**src/rtl/seq_detect_scheduler_pkg.sv**
```systemverilog
// seq_det_pkg
//   Shared defaults and the default-geometry channel context layout for the
//   time-multiplexed sequence detector.
//   Contents:
//     NCH_DEF, PLEN_DEF, PAT_1011, CNTW_DEF  default build parameters
//     ctx_t                                  {hist, fill, cnt} at default sizes
package seq_det_pkg;

    localparam int         NCH_DEF  = 4;
    localparam int         PLEN_DEF = 4;
    localparam logic [3:0] PAT_1011 = 4'b1011;
    localparam int         CNTW_DEF = 8;

    // hist keeps the PLEN-1 most recent bits (LSB newest), fill counts the
    // bits seen up to PLEN-1, cnt is the saturating hit counter.
    typedef struct packed {
        logic [PLEN_DEF-2:0]         hist;
        logic [$clog2(PLEN_DEF)-1:0] fill;
        logic [CNTW_DEF-1:0]         cnt;
    } ctx_t;

endpackage

```
**src/rtl/seq_detect_scheduler_rr_arbiter.sv**
```systemverilog
// rr_arbiter
//   Round-robin arbiter with a rotating priority pointer. The request at
//   rr_ptr has highest priority, then rr_ptr+1, ... (mod N). After a granted
//   transfer the pointer moves to one past the granted index; otherwise it holds.
//   Ports:
//     clk      rising-edge clock
//     rst_n    asynchronous active-low reset (rr_ptr -> 0)
//     req      per-requester request vector
//     grant    one-hot grant, combinational from req and rr_ptr
//     advance  strobe: the current grant was consumed this cycle
module rr_arbiter #(
    parameter  int N = 4,
    localparam int W = $clog2(N)
) (
    input  logic         clk,
    input  logic         rst_n,
    input  logic [N-1:0] req,
    output logic [N-1:0] grant,
    input  logic         advance
);

    logic [W-1:0] rr_ptr;
    logic [W-1:0] gidx;
    logic [W-1:0] idx;

    // Scan from the lowest-priority offset down so the highest-priority
    // requester is the last one written and wins.
    always_comb begin
        grant = '0;
        gidx  = '0;
        idx   = '0;
        for (int i = N - 1; i >= 0; i--) begin
            idx = W'((int'(rr_ptr) + i) % N);
            if (req[idx]) begin
                grant      = '0;
                grant[idx] = 1'b1;
                gidx       = idx;
            end
        end
    end

    always_ff @(posedge clk or negedge rst_n) begin
        if (!rst_n) begin
            rr_ptr <= '0;
        end else if (advance) begin
            rr_ptr <= (gidx == W'(N - 1)) ? '0 : gidx + 1'b1;
        end
    end

endmodule

```
**src/rtl/seq_detect_scheduler.sv**
```systemverilog
// seq_detect_scheduler
//   One overlapping Mealy pattern detector shared by NCH single-bit streams.
//   A round-robin arbiter accepts at most one bit per cycle; the granted
//   channel's context (history, fill level, hit count) is read, updated and
//   written back, so every channel behaves as an independent detector.
//   Ports:
//     clk, rst_n   clock, asynchronous active-low reset
//     ch_en        per-channel enable (disabled channels keep their context)
//     in_valid     per-channel bit present
//     in_bit       per-channel bit value
//     in_ready     one-hot combinational grant; transfer = in_valid & in_ready
//     clr          synchronous clear of all contexts (no transfer that cycle)
//     match_valid  registered pulse: previous transfer completed PATTERN
//     match_ch     channel of the last match (holds between matches)
//     rd_ch        hit-count readout select
//     rd_cnt       hit count of channel rd_ch
module seq_detect_scheduler
    import seq_det_pkg::*;
#(
    parameter  int              NCH     = NCH_DEF,
    parameter  int              PLEN    = PLEN_DEF,
    parameter  logic [PLEN-1:0] PATTERN = PAT_1011,
    parameter  int              CNTW    = CNTW_DEF,
    localparam int              CHW     = $clog2(NCH)
) (
    input  logic            clk,
    input  logic            rst_n,
    input  logic [NCH-1:0]  ch_en,
    input  logic [NCH-1:0]  in_valid,
    input  logic [NCH-1:0]  in_bit,
    output logic [NCH-1:0]  in_ready,
    input  logic            clr,
    output logic            match_valid,
    output logic [CHW-1:0]  match_ch,
    input  logic [CHW-1:0]  rd_ch,
    output logic [CNTW-1:0] rd_cnt
);

    localparam int               HW        = PLEN - 1;
    localparam int               FILLW     = $clog2(PLEN);
    localparam logic [FILLW-1:0] FILL_FULL = FILLW'(PLEN - 1);

    typedef struct packed {
        logic [HW-1:0]    hist;
        logic [FILLW-1:0] fill;
        logic [CNTW-1:0]  cnt;
    } chan_ctx_t;

    function automatic logic [CNTW-1:0] sat_inc(input logic [CNTW-1:0] v);
        return (&v) ? v : v + 1'b1;
    endfunction

    // Append the new bit and drop the oldest; written as a truncating cast so
    // it also covers PLEN = 2 (single-bit history).
    function automatic logic [HW-1:0] shift_in(input logic [HW-1:0] h, input logic b);
        return HW'({h, b});
    endfunction

    chan_ctx_t      ctx [NCH];
    logic [NCH-1:0] req;
    logic [NCH-1:0] grant;
    logic           xfer;
    logic [CHW-1:0] g;
    logic           b;
    logic           hit;
    chan_ctx_t      cur;

    // Arbitration: nothing is offered during reset or a clear cycle.
    assign req = in_valid & ch_en & {NCH{rst_n & ~clr}};

    rr_arbiter #(.N(NCH)) u_arb (
        .clk     (clk),
        .rst_n   (rst_n),
        .req     (req),
        .grant   (grant),
        .advance (xfer)
    );

    assign in_ready = grant;
    assign xfer     = |grant;

    always_comb begin
        g = '0;
        for (int i = 0; i < NCH; i++) begin
            if (grant[i]) g = CHW'(i);
        end
    end

    // Match evaluation on the restored context of the granted channel.
    assign cur = ctx[g];
    assign b   = in_bit[g];
    assign hit = xfer && (cur.fill == FILL_FULL) && ({cur.hist, b} == PATTERN);

    // Context write-back and registered match report.
    always_ff @(posedge clk or negedge rst_n) begin
        if (!rst_n) begin
            for (int i = 0; i < NCH; i++) ctx[i] <= '0;
            match_valid <= 1'b0;
            match_ch    <= '0;
        end else if (clr) begin
            for (int i = 0; i < NCH; i++) ctx[i] <= '0;
            match_valid <= 1'b0;
        end else begin
            match_valid <= hit;
            if (hit) match_ch <= g;
            if (xfer) begin
                ctx[g].hist <= shift_in(cur.hist, b);
                if (cur.fill != FILL_FULL) ctx[g].fill <= cur.fill + 1'b1;
                if (hit) ctx[g].cnt <= sat_inc(cur.cnt);
            end
        end
    end

    assign rd_cnt = (int'(rd_ch) < NCH) ? ctx[rd_ch].cnt : '0;

endmodule

```
**config.mk**
```make
export PLATFORM = sky130hd
export DESIGN_NAME = seq_detect_scheduler
export DESIGN_NICKNAME = d
export VERILOG_FILES = /design/src/rtl/seq_detect_scheduler_pkg.sv /design/src/rtl/seq_detect_scheduler_rr_arbiter.sv /design/src/rtl/seq_detect_scheduler.sv
export SDC_FILE = /design/constraint.sdc
export NUM_CORES = 1
export LEC_CHECK = 0
export ABC_AREA = 1
export CORE_ASPECT_RATIO = 0.5
export CORE_MARGIN = 1
export CORE_UTILIZATION = 40
export DETAILED_ROUTE_END_ITERATION = 10
export SLEW_MARGIN = 20
export SYNTH_ARGS = -nofsm -noshare
export SYNTH_HDL_FRONTEND = slang
export SYNTH_SLANG_ARGS = --single-unit
```
**constraint.sdc**
```tcl
create_clock -name clk -period 4.5 [get_ports clk]
set_clock_uncertainty 0.1 [all_clocks]
set_input_delay 0.9 -clock clk [delete_from_list [all_inputs] [get_ports clk]]
set_output_delay 0.9 -clock clk [all_outputs]
set_load 0.02 [all_outputs]
```
; ---- Word-level counts from Yosys, hierarchy flattened
; Cells that the tools add are included.
[totals]
out_inout_bits = 15
in_bits = 17
reg_bits = 57
wordCells = 107
[classes]
n_eq_ne = 4
magnitude_cmp = 12
n_reduce_logical = 11
n_addsub = 6
muxes = 53
bitwise = 6
[ops]
columns = op, count
row1 = two-way mux 52 bit, 6
row2 = bitwise mux 52 bit, 3
row3 = demux 13 bit (select 2 bit), 3
row4 = binary-select mux 13 bit (select 2 bit), 2
row5 = two-way mux 13 bit, 3
row6 = two-way mux 8 bit, 4
row7 = two-way mux 4 bit, 4
row8 = < comparator 2 x 3 -> 1 bit (second input constant), 5
row9 = two-way mux 2 bit, 7
row10 = two-way mux 1 bit, 11
row11 = binary-select mux 1 bit (select 2 bit), 5
row12 = two-way mux 10 bit, 1
row13 = adder 8 x 1 -> 8 bit (second input constant), 1
row14 = bitwise AND 4 bit, 2
row15 = demux 1 bit (select 2 bit), 4
row16 = greater-or-equal comparator 2 x 1 -> 1 bit (second input constant), 4
row17 = AND reduction 8 bit, 1
row18 = logical AND 1 bit, 7
row19 = adder 2 x 1 -> 2 bit (second input constant), 3
row20 = greater-or-equal comparator 3 bit (second input constant), 2
row21 = inverter 2 -> 3 bit, 2
row22 = adder 2 bit (second input constant), 2
row23 = == test 2 bit (second input constant), 2
row24 = == test 4 bit (second input constant), 1
row25 = 7 further kinds, 7

; ---- Logic depth before layout (Yosys ltp)
[depth]
word_depth = 26
ltp_mapped = 25
mapped_depth_nobuf = 25

; ---- By module
; A second synthesis with hierarchy kept.
[unflattened]
hier_cells = 534
hier_area_um2 = 4101.4
[modules_own_cells]
columns = mod, n_inst, seq_area_each_um2, area_per_inst_um2, cells_each
row1 = seq_detect_scheduler, 1, 1376.3, 3510.9, 445
row2 = rr_arbiter, 1, 50.0, 590.6, 89

; ---- Least setup slack after synthesis
; Ideal clock, no wire load.
[synth_path]
kind = input port to flip-flop
start = input port rst_n
end = register ctx[44] in the netlist's numbering
setup_slack_ns = 0.655
arrival_ns = 3.628
required_ns = 4.282
path_stages = 22
path_buffers = 2
setup_time_ns = 0.118
path_cell_list = inv_1 nor2_4 nand3_1 nand2_1 nand2_1 nand2_2 nor2_1 nand2_1 nand3_2 nand2_4 buf_2 buf_1 o22ai_1 a211oi_1 ha_1 inv_1 nor2_1 nand3_4 nand2_4 nand2_4 nand2_1 nand2_1
[synth_between]
elab_chain_len = 23
elab_cells_between_ends = 49
classes_between = 1 x add/sub / 2 x order compare / 3 x eq/ne / 34 x mux / 3 x bitwise / 6 x reduce/logical
[synth_lines]
columns = element, line
row1 = from (decl), seq_detect_scheduler.sv:27  ; input logic rst_n,
row2 = bitwise AND 1 bit (*), seq_detect_scheduler.sv:69  ; assign req = in_valid & ch_en & {NCH{rst_n & ~clr}};
row3 = bitwise AND 4 bit (*), seq_detect_scheduler.sv:69
row4 = binary-select mux 1 bit (select 2 bit), seq_detect_scheduler_rr_arbiter.sv:34  ; if (req[idx]) begin
row5 = two-way mux 1 bit (implied by the code), seq_detect_scheduler_rr_arbiter.sv:34
row6 = two-way mux 4 bit (3 in a row), seq_detect_scheduler_rr_arbiter.sv:34
row7 = two-way mux 4 bit (*), seq_detect_scheduler_rr_arbiter.sv:34
row8 = "parallel branches: the longest is 15 deep, another holds adder 8 x 1 -> 8 bit", --
row9 = to (decl), seq_detect_scheduler.sv:59  ; chan_ctx_t ctx [NCH];
; Every way passes the cells marked *. The select of a mux whose other input is x is not followed.
; A chain may end at the register's enable or synchronous reset.

; ---- Final worst setup path
[layout_path]
start = input port clr
end = output port in_ready[2]
[layout_between]
elab_chain_len = 9
elab_cells_between_ends = 15
classes_between = 12 x mux / 3 x bitwise
[layout_lines]
columns = element, line
row1 = from (decl), seq_detect_scheduler.sv:32  ; input logic clr,
row2 = inverter 1 bit (no line) (*), --
row3 = bitwise AND 1 bit (*), seq_detect_scheduler.sv:69
row4 = bitwise AND 4 bit (*), seq_detect_scheduler.sv:69
row5 = binary-select mux 1 bit (select 2 bit), seq_detect_scheduler_rr_arbiter.sv:34
row6 = two-way mux 1 bit (implied by the code), seq_detect_scheduler_rr_arbiter.sv:34
row7 = two-way mux 4 bit (3 in a row), seq_detect_scheduler_rr_arbiter.sv:34
row8 = two-way mux 4 bit (*), seq_detect_scheduler_rr_arbiter.sv:34
row9 = to (decl), seq_detect_scheduler.sv:31  ; output logic [NCH-1:0] in_ready,
; Mark *: on every way between the ends. The rest lies on a longest branch, timed or not. The select of a mux whose other input is x is not followed.

==> impl_summary.txt <==
----------------------------------------------------
[Outcome]
  Status ... finished clean

[CTS]
  Total CTS buffers ... 9
  Buffer cell driving the clock tree root ... clkbuf_16
  Worst-Skew Late Latency ... ~0.33 ns
  Clock tree from TritonCTS ... yes
  Clk sinks ... 57
  Hold buffers post-CTS ... 0
  H-tree levels ... 3
  Clock Tree Buf Depth ... 2
  Clock-pin slew of the registers on the worst-case setup and hold paths ... approximately 0.050 ns

[Logic synthesis]
  Proportion of synthesized chip area in sequential cells ... 37.03%
  Yosys warns ... 0
  Post-synthesis instance area ... 3852 µm²
  Count of distinct cell types in the synthesized netlist ... 35
  Total nets after synthesis ... 561
  Mean instance size in the synthesized netlist ... 7.214 µm²
  #FFs+latches synth ... 57
  Cell count after synthesis ... between 500 and 600

[Critical path]
  Setup crit start kind ... primary input
  Number of buffers and inverters on the critical path ... 4
  CP peak stage delay ... 0.64 ns
  Cell Chain, Critical Path ... clkdlybuf4s50_1, nor2_4, nand3_1, nand3_1, nand2_1, nor2_4, nand2_1, nand3_2, nand2_2, inv_2, buf_4, clkdlybuf4s50_1
  Destination of the worst register-to-register timing path ... ctx[5]$_DFFE_PN0P_
  Reg2reg start ... u_arb.rr_ptr[0]$_DFFE_PN0P_
  Crit Path Class ... in -> out
  Arr. time, crit path ... 3.35 ns
  Required time at the worst-slack endpoint ... 3.50 ns
  CP delay by family, top ... buffers and inverters
  Slowest stage cell, crit path ... clkdlybuf4s50_1
  Register-to-register setup slack ... 0.62 ns
  Reg2reg path depth ... 21
  Endpoint class of the critical path ... output port
  Top fanout value on the critical path ... 12

[STA]
  Period utilisation layout ... 96.57%
  Worst hold slack after final layout ... 0.3721 ns
  Worst slew slack as a fraction of its limit ... about half
  Slew at the pin closest to its max-slew limit ... 0.7522 ns
  Final setup violating endpoints ... 0
  Highest Clock Rate ... between 200 and 250 MHz
  Final critical path time including I/O delays and setup ... 4.346 ns
  Final Slew Violations ... 0
  Setup repair after global routing missed its margin ... no
  Setup TNS ... 0 ns
  Number of endpoints with negative hold slack in the final report ... 0

[Pwr]
  Proportion of total power due to net switching ... 49.99%
  Largest vdd supply drop ... 0.3440 mV
  Total net switching power ... 1.842 mW
  Combinational fraction of design power ... 62.9%
  Power Total ... ~3.7 mW
  Leakage power of the design ... 2.374 nW
  Power density cells ... 785.7 nW/µm²
  Design internal power ... 1.843 mW
  Part of the total power dissipated in the clock network ... 19.6%
  Portion of total power attributed to sequential cells ... 17.5%

[Min path]
  Worst min-delay path category ... reg -> reg
  Depth of the worst hold-timing path ... 2
  HP Start ... ctx[28]$_DFFE_PN0P_
  Min-Delay Endpoint ... ctx[28]$_DFFE_PN0P_

[Placed design]
  Final HPWL from detailed placement ... 7927 µm
  Post-detailed-placement cell area ... between 4000 and 5000 µm²
  Final weighted congestion in routability-driven placement ... 0.8774
  Port Buffer Count ... 31

[Flow run]
  Max-Cap Viols ... 0

[Floorplanning]
  Die W ... 140.8 µm
  Overall die height ... roughly 71 µm
  Effective utilization at floorplan ... 42.76%
  Core area ... 9009 µm²
  Overall die area ... 10,050 µm²
  Number of top-level pins ... 32
  Num rows ... 24

[Layout]
  N_diodes ... 0
  Fillers ... 889
  Share of cells above drive strength 1 ... 14.09%
  Area of all placed cells without fillers ... 4691 µm²
  NumNets Final ... ~610
  Layout area overhead ... 21.76%

[Route]
  Total vias in the final route ... 3,716
  Routed Wire Length ... about 11,000 µm
  Routed via count divided by cell count ... 5.263
  Total DRC errors in the routed layout ... 0
  Drt first-iter violations ... 242
  Routed wire length per instance ... around 16 µm
  First-pass detailed-route iteration total ... 5
  Remaining antenna violation count ... 0

[GRT]
  Number of antenna violations at the first check in global routing ... 0
  Largest net degree at the start of global routing ... 58
  First-pass GRT wire length ... 18,130 µm
  Via count of the first global-routing pass ... 3,411
  Global-route usage over all layers ... between 20% and 30%
  Global route overflow ... 0

----------------------------------------------------
[routing by layer]
metal,global-route usage [%],up-vias,wire length [µm]
li1,-,1837,-
met1,35.61,1750,5830
met2,34.38,114,4492
met3,5.348,15,664
met4,6.522,0,155
met5,0,-,0
[kinds of logic after synthesis]
logic type	synth area share (%)
AOI/OAI and AO/OA	10.69
xor gates and xnor gates	0.4548
adders and majority gates	3.248
buffers and inverters	9.516
DFF	37.03
and+or+nand+nor	39.07
[stage by stage]
step | worst slack, ns | util [%] | std cells
after floorplan | 0.6545 | - | 534
after global placement | 0.2232 | 48.58 | 691
after detailed placement | 0.1472 | 48.58 | 691
after CTS | 0.1523 | 52.03 | 706
after global routing | 0.02018 | 52.07 | 706
final | 0.1545 | 52.07 | 706
[worst reg2reg max path: cells and delay by family (launching register included)]
family / cells / cell delay, ns
DFF: 1 / 0.58
and+or+nand+nor: 15 / 2.04
adders and majority gates: 2 / 0.58
buffers and inverters: 4 / 0.52
[Yosys cell counts]
| cell type | instances | share of area (%) |
|---|---|---|
| or2_2 | 6 | 0.97 |
| nor2_1 | 27 | 2.6 |
| nand3_4 | 1 | 0.45 |
| clkinv_1 | 1 | 0.097 |
| nand3_2 | 9 | 2.3 |
| dfrtp_1 | 57 | 37 |
| a32oi_1 | 1 | 0.23 |
| nor2_2 | 4 | 0.65 |
| inv_1 | 71 | 6.9 |
| a211oi_1 | 1 | 0.19 |
| xor2_1 | 1 | 0.23 |
| o21ai_1 | 2 | 0.26 |
| o32ai_1 | 2 | 0.45 |
| nand2_2 | 5 | 0.81 |
| buf_6 | 4 | 1.2 |
| buf_2 | 2 | 0.26 |
| ha_1 | 10 | 3.2 |
| o22ai_1 | 19 | 3.1 |
| xnor2_1 | 1 | 0.23 |
| nand3_1 | 64 | 8.3 |
| nand3b_1 | 9 | 1.8 |
| a21oi_1 | 10 | 1.3 |
| buf_4 | 1 | 0.19 |
| o21ai_0 | 35 | 4.5 |
| o21bai_1 | 1 | 0.19 |
| buf_1 | 1 | 0.097 |
| inv_2 | 5 | 0.49 |
| or2_0 | 1 | 0.16 |
| nand2_1 | 154 | 15 |
| nand2_4 | 8 | 2.3 |
| o21ai_2 | 1 | 0.23 |
| nand4_1 | 8 | 1.3 |
| clkbuf_1 | 3 | 0.29 |
| o211ai_1 | 1 | 0.19 |
| nor2_4 | 8 | 2.3 |
[worst max-delay path by stage]
stage / startpoint / to / slack [ns] / cells past startpoint
detailed placement: clr / ctx[5]$_DFFE_PN0P_ / 0.15 / 22
global route: clr / in_ready[2] / 0.02 / 12
CTS: clr / in_ready[3] / 0.15 / 13
finish: clr / in_ready[2] / 0.15 / 12
global placement: clr / in_ready[3] / 0.22 / 11
floorplan: rst_n / ctx[44]$_DFFE_PN0P_ / 0.65 / 22
[timing repair]
| action | CTS | global route |
|---|---|---|
| endpoints found under the setup margin | 0 | 1 |
| resized for setup | 0 | 1 |
| buffers inserted | 0 | 0 |
[registers in the layout, indices dropped and copies added, names as in the netlist]
register      flops
u_arb.rr_ptr      2
match_ch          2
ctx              52
match_valid       1
[cells in the final DEF, fill, tap and decap left out, types with 4 or more instances in the layout]
cell type	synthesis	layout
nor2_2	4	4
nand4_1	8	8
o21ai_0	35	35
nand2_2	5	5
nor2_4	8	8
ha_1	10	10
nand3b_1	9	9
dfrtp_1	57	57
nand2_1	154	154
a21oi_1	10	10
nand3_1	64	64
buf_4	1	20
or2_2	6	6
nor2_1	27	27
clkbuf_16	0	9
nand2_4	8	8
clkdlybuf4s50_1	0	30
nand3_2	9	9
inv_2	5	5
o22ai_1	19	19
inv_1	71	70
[final cells by class]
cell class / instances / area (µm²) / area share, %
Tap cell: 117 / 146.4 / 3.121
Multi-Input combinational cell: 389 / 2059 / 43.91
Sequential cell: 57 / 1426 / 30.41
Timing Repair Buffer: 51 / 455.4 / 9.709
Clock inverter: 5 / 81.33 / 1.734
Clock buffer: 10 / 229.0 / 4.881
Inverter: 77 / 292.8 / 6.242
[power by group through the flow]
stage / sequential (mW) / clock, mW / combinational (mW)
after floorplan: 0.639 / 0 / 1.63
after global placement: 0.650 / 0 / 2.28
after detailed placement: 0.651 / 0 / 2.28
after CTS: 0.643 / 0.730 / 2.29
after global routing: 0.655 / 0.757 / 2.55
final: 0.644 / 0.722 / 2.32
Note: power is estimated with default switching activity, not from simulation.
